--- src/rtl/coproc_sequencer.sv ---
// Instruction sequencer for the matrix coprocessor: fetches 15-bit instructions,
// reads operands, launches the ALU and writes the result back through one memory port.
module coproc_sequencer #(
   parameter logic [7:0]  PROG_BASE   = 8'h00,
   parameter int unsigned MEM_LAT     = 1,
   parameter int unsigned ALU_TIMEOUT = 255
) (
   input  logic         clk,
   input  logic         reset,
   input  logic         start,
   output logic [7:0]   mem_address,
   output logic         mem_wren,
   output logic [199:0] mem_wdata,
   input  logic [199:0] mem_rdata,
   output logic [3:0]   alu_op,
   output logic [2:0]   alu_size,
   output logic [199:0] alu_a,
   output logic [199:0] alu_b,
   output logic         alu_start,
   input  logic         alu_done,
   input  logic [199:0] alu_result,
   input  logic         alu_ovf,
   output logic [7:0]   pc,
   output logic         busy,
   output logic         halted,
   output logic         error,
   output logic         ovf_flag
);

   typedef enum logic [3:0] {
      S_IDLE, S_FETCH, S_DECODE, S_RD_A, S_RD_B,
      S_EXEC, S_EXEC_WAIT, S_WB, S_NEXT, S_HALTED
   } state_t;

   localparam logic [3:0] OP_NOP  = 4'd7;
   localparam logic [3:0] OP_HALT = 4'd15;

   state_t         state_q;
   logic [7:0]     pc_q;
   logic [7:0]     addr_q;
   logic           wren_q;
   logic [199:0]   wdata_q;
   logic [3:0]     op_q;
   logic [2:0]     size_q;
   logic [7:0]     base_q;
   logic [199:0]   a_q;
   logic [199:0]   b_q;
   logic           astart_q;
   logic           error_q;
   logic           ovf_q;
   logic           start_q;
   logic [1:0]     wait_q;
   logic [8:0]     tmo_q;

   logic           start_edge;
   logic           mem_ready;
   logic           is_unary;
   logic           is_illegal;
   logic [8:0]     tmo_d;
   logic           tmo_hit;

   assign start_edge = start & ~start_q;
   assign mem_ready  = (wait_q == 2'(MEM_LAT));
   assign is_unary   = (op_q == 4'd4) || (op_q == 4'd5) || (op_q == 4'd6);
   assign is_illegal = (op_q >= 4'd8) && (op_q <= 4'd14);
   // tmo_q holds cycles elapsed since alu_start rose; tmo_d is the count at this edge
   assign tmo_d      = tmo_q + 9'd1;
   assign tmo_hit    = (32'(tmo_d) >= ALU_TIMEOUT);

   always_ff @(posedge clk) begin
      if (!reset) begin
         state_q  <= S_IDLE;
         pc_q     <= PROG_BASE;
         addr_q   <= 8'h00;
         wren_q   <= 1'b0;
         wdata_q  <= '0;
         op_q     <= 4'd0;
         size_q   <= 3'd0;
         base_q   <= 8'h00;
         a_q      <= '0;
         b_q      <= '0;
         astart_q <= 1'b0;
         error_q  <= 1'b0;
         ovf_q    <= 1'b0;
         start_q  <= 1'b0;
         wait_q   <= 2'd0;
         tmo_q    <= 9'd0;
      end else begin
         start_q  <= start;
         // NOTE: pulse outputs default low every cycle; only the entering transition raises them.
         wren_q   <= 1'b0;
         astart_q <= 1'b0;

         case (state_q)
            S_IDLE, S_HALTED: begin
               if (start_edge) begin
                  state_q <= S_FETCH;
                  pc_q    <= PROG_BASE;
                  addr_q  <= PROG_BASE;
                  wait_q  <= 2'd0;
                  error_q <= 1'b0;
                  ovf_q   <= 1'b0;
               end
            end

            S_FETCH: begin
               if (mem_ready) begin
                  op_q    <= mem_rdata[14:11];
                  size_q  <= mem_rdata[10:8];
                  base_q  <= mem_rdata[7:0];
                  state_q <= S_DECODE;
               end else begin
                  wait_q <= wait_q + 2'd1;
               end
            end

            S_DECODE: begin
               wait_q <= 2'd0;
               if (is_illegal) begin
                  error_q <= 1'b1;
                  state_q <= S_HALTED;
               end else if (op_q == OP_HALT) begin
                  state_q <= S_HALTED;
               end else if (op_q == OP_NOP) begin
                  state_q <= S_NEXT;
               end else begin
                  addr_q  <= base_q;
                  if (is_unary) b_q <= '0;
                  state_q <= S_RD_A;
               end
            end

            S_RD_A: begin
               if (mem_ready) begin
                  a_q    <= mem_rdata;
                  wait_q <= 2'd0;
                  if (is_unary) begin
                     astart_q <= 1'b1;
                     state_q  <= S_EXEC;
                  end else begin
                     addr_q  <= base_q + 8'd1;
                     state_q <= S_RD_B;
                  end
               end else begin
                  wait_q <= wait_q + 2'd1;
               end
            end

            S_RD_B: begin
               if (mem_ready) begin
                  b_q      <= mem_rdata;
                  astart_q <= 1'b1;
                  state_q  <= S_EXEC;
               end else begin
                  wait_q <= wait_q + 2'd1;
               end
            end

            S_EXEC: begin
               tmo_q   <= 9'd1;
               state_q <= S_EXEC_WAIT;
            end

            S_EXEC_WAIT: begin
               // A completion arriving on the timeout cycle takes priority over the abort
               if (alu_done) begin
                  wdata_q <= alu_result;
                  ovf_q   <= ovf_q | alu_ovf;
                  addr_q  <= base_q + 8'd2;
                  wren_q  <= 1'b1;
                  state_q <= S_WB;
               end else if (tmo_hit) begin
                  error_q <= 1'b1;
                  state_q <= S_HALTED;
               end else begin
                  tmo_q <= tmo_d;
               end
            end

            S_WB: state_q <= S_NEXT;

            S_NEXT: begin
               pc_q    <= pc_q + 8'd1;
               addr_q  <= pc_q + 8'd1;
               wait_q  <= 2'd0;
               state_q <= S_FETCH;
            end

            default: state_q <= S_IDLE;
         endcase
      end
   end

   assign mem_address = addr_q;
   assign mem_wren    = wren_q;
   assign mem_wdata   = wdata_q;
   assign alu_op      = op_q;
   assign alu_size    = size_q;
   assign alu_a       = a_q;
   assign alu_b       = b_q;
   assign alu_start   = astart_q;
   assign pc          = pc_q;
   assign busy        = (state_q != S_IDLE) && (state_q != S_HALTED);
   assign halted      = (state_q == S_HALTED);
   assign error       = error_q;
   assign ovf_flag    = ovf_q;

endmodule

--- config.mk ---
export PLATFORM = sky130hd
export DESIGN_NAME = coproc_sequencer
export DESIGN_NICKNAME = d
export VERILOG_FILES = /design/src/rtl/coproc_sequencer.sv
export SDC_FILE = /design/constraint.sdc
export NUM_CORES = 1
export LEC_CHECK = 0
export BUFFER_PORTS_ARGS = -buffer_cell sky130_fd_sc_hd__buf_2
export CORE_AREA = 2 2 400 402
export DETAILED_ROUTE_END_ITERATION = 10
export DIE_AREA = 0 0 402 404
export GPL_TIMING_DRIVEN = 0
export PLACE_DENSITY_LB_ADDON = 0.2
export SLEW_MARGIN = 20
export SYNTH_ARGS = -nofsm -noshare
export SYNTH_HDL_FRONTEND = slang
export SYNTH_SLANG_ARGS = --single-unit
--- constraint.sdc ---
create_clock -name clk -period 2.2 [get_ports clk]
set_input_delay 0.33 -clock clk [delete_from_list [all_inputs] [get_ports clk]]
set_output_delay 0.33 -clock clk [all_outputs]
set_load 0.005 [all_outputs]
==> impl_metrics.toml <==
[routing]
drcViolationCount = 0
vias_per_cell = 3.96
wire_per_inst_um = 19.9
ant_nets = 0
wl_mm = 128
firstDrtPassIters = 5
drtIter0Drc = 1268
via_count = 25590

[global_route]
grt_pass1_wl_mm = 179
grt_pass1_vias = 25280
gr-total-overflow = 0
antenna_found_initial = 13
grt_usage_pct = 15.0
grt_max_degree = 13

[cts]
cts_tree = "yes"
cts-buffers-inserted = 82
path_clk_slew_ps = 60
clock_path_buffers = 3
cts-root-buf = "clkbuf_16"
cts.sink_count = 651
clock_latency_ps = 680
cts_max_level = 3

[synth]
syn_inst = 2787
ys_seq_area_share_pct = 56.6
synth-main-ff-cell = "dfxtp_1"
syn-cell-area_mm2 = 0.0230
yosysWarnings = 0
ys_ff_latch = 651
synth_cell_types = 62
synth_nets = 3199
synth_edf_count = 0
avgSynthCellArea_um2 = 8.26
synthArstFlopShare_pct = 0

[cells_and_area]
synthToLayoutAreaGrowth_pct = 65.3
fin_nets = 4726
design_area_mm2 = 0.0380
final_core_util_pct = 24.1
drive_gt1_share_pct = 30.9

[sta]
period_minus_slack_ps = 2130
timing.slew.headroom_pct = 36.2
fmax_mhz = 470
finalCritPeriodShare_pct = 96.7
hold_viol = 0
finalMaxSlewViolations = 0
finClkSkew_ps = 25.4
finalSetupTns_ps = 0
whs_ps = 52.8
finalSetupViolCount = 0
worstMarginPinSlew_ps = 956
rsz0062_at_grt = "yes"

[flow_run]
cap_violations = 0

[floorplan]
die-area_mm2 = 0.162
core_area_mm2 = 0.158
die_h_um = 404
num_rows = 146
initial_utilization_pct = 14.6
die_x_um = 402
io_pins = 1034

[critical_path]
cp.required_ps = 2740
crit_type = "register to register"
cp_max_fo = 10
crit_family = "buffers and inverters"
cp_cell_sequence = "nor2b_1 > buf_2 > nand3_1 > clkbuf_4 > buf_1 > nand2_1 > a21oi_1"
cpPeakStageDelay_ps = 410
cp_data_arrival_time_ps = 2670
crit_buf_inv = 3
endpoint_kind = "register"
start_kind = "register"
critPathSlowestCell = "dfxtp_2"

[placed_design]
dp_hpwl_mm = 100
gp_routability_congestion = 0.840
dpl_cell_area_mm2 = 0.0308
port_buffers = 1033

[run_status]
outcome = "completed"

[power_and_ir_drop]
vdd_ir_drop_max_mv = 0.517
power.total_mw = 29.3
power.density_mw_per_mm2 = 771
p_leak_nw = 16.0

[hold_path]
worstHoldPathType = "input port to register"
==> cells by family after synthesis <==
logic type / count (synthesis) / share of synthesized area (%)
xor gates and xnor gates: 9 / 0.342
muxes: 5 / 0.223
adders and majority gates: 8 / 0.424
and+or+nand+nor: 1170 / 20.0
DFF: 651 / 56.6
AOI/OAI and AO/OA: 712 / 18.3
buffers and inverters: 232 / 4.08
==> registers in the layout (all words and copies together), names as in the netlist, 4 cells and up <==
signal       flops
alu_a          200
alu_b          200
alu_op           4
base_q           8
mem_address      8
mem_wdata      200
pc               8
state_q          4
tmo_q            9
==> metrics by stage <==
stage	setup slack, ps	std cells
floorplan	165	2787
global placement	-1870	5892
detailed placement	-1400	5892
CTS	-12.6	6437
global route	-24.6	6452
finish	72.6	6457
==> path summary, 6_finish.rpt <==
| path | slack, ps | cells after the start | endpoint | startpoint |
|---|---|---|---|---|
| setup reg to reg | 70 | 7 | alu_a[52]$_SDFFE_PN0P_ | state_q[1]$_SDFFE_PN0P_ |
| hold reg to reg | 450 | 2 | alu_a[166]$_SDFFE_PN0P_ | alu_a[166]$_SDFFE_PN0P_ |
| hold / removal | 50 | 3 | alu_a[14]$_SDFFE_PN0P_ | mem_rdata[14] |
| setup / recovery | 70 | 7 | alu_a[52]$_SDFFE_PN0P_ | state_q[1]$_SDFFE_PN0P_ |
==> cells in the mapped netlist (2+ instances only) <==
master	count	area, um2
nor3_1	9	45.0
a311oi_1	2	17.5
a211oi_1	2	15.0
ha_1	7	87.6
o41ai_1	2	17.5
mux2i_1	4	40.0
o31ai_1	4	30.0
nand4_1	9	56.3
nand2_1	852	3200
nand2b_1	8	50.1
and2_1	9	56.3
or2_2	2	12.5
o211ai_1	3	22.5
o2111ai_1	3	26.3
xor2_1	4	35.0
a22oi_1	209	1570
or3_1	6	37.5
nor2_1	238	893
o21ai_0	18	90.1
a31oi_1	6	37.5
xnor2_1	5	43.8
inv_1	9	33.8
a21oi_1	442	2210
clkbuf_1	162	608
nor4b_1	2	17.5
nor4_1	3	18.8
and3_1	7	43.8
o22ai_1	4	25.0
nand3_1	12	60.1
buf_1	5	18.8
nor2b_1	4	25.0
buf_2	55	275
dfxtp_1	651	13000
==> layout make-up <==
class                      instances  area (um2)
fill                           17801      120000
clock buffer                     125        2380
multi-input combinational       1904        9240
sequential                       651       13000
antenna                            8        20.0
tap                             2072        2590
inverter                          10        41.3
buffer                           222        1170
clock inverter                    22         285
timing repair buffer            1443        9260
==> report_power, final <==
| part | switching [mW] | total [mW] | internal (mW) |
|---|---|---|---|
| Clock | 5.68 | 13.6 | 7.87 |
| Sequential | 0.171 | 12.2 | 12.0 |
| Combinational | 2.07 | 3.58 | 1.51 |
==> per-layer routing <==
metal  wire length, um  global-route usage, %
met5                47                      0
met4              4530                   5.32
met3              9150                   4.46
met2             62800                   26.1
met1             51800                   17.4
==> tightest hold or removal path: stages <==
cell,delay (ps)
buf_2,200
nand2_1,100
a21oi_1,50
==> what timing repair did <==
action                                  4_1_cts  5_1_grt
endpoints found under the setup margin      627      472
hold buffers                                396        0
buffers inserted                              2       11
endpoints found under the hold margin       595        0
cloned                                        0        1
pin swaps                                     3        7
resized for setup                           145       43
==> placed cells by master, fill, tap and decap left out, drive strengths merged, types with 5 or more instances in the layout <==
cell type,count
or3,6
a22oi,209
and3,8
buf,1107
nand2,852
clkbuf,287
ha,7
a31oi,6
nand3,12
dfxtp,651
nand4,9
xnor2,5
nor2,238
nand2b,8
o21ai,19
dlygate4sd3,396
inv,11
nor3,10
diode,8
and2,10
clkinv,15
a21oi,442
Power figures use the tool's default switching activity.
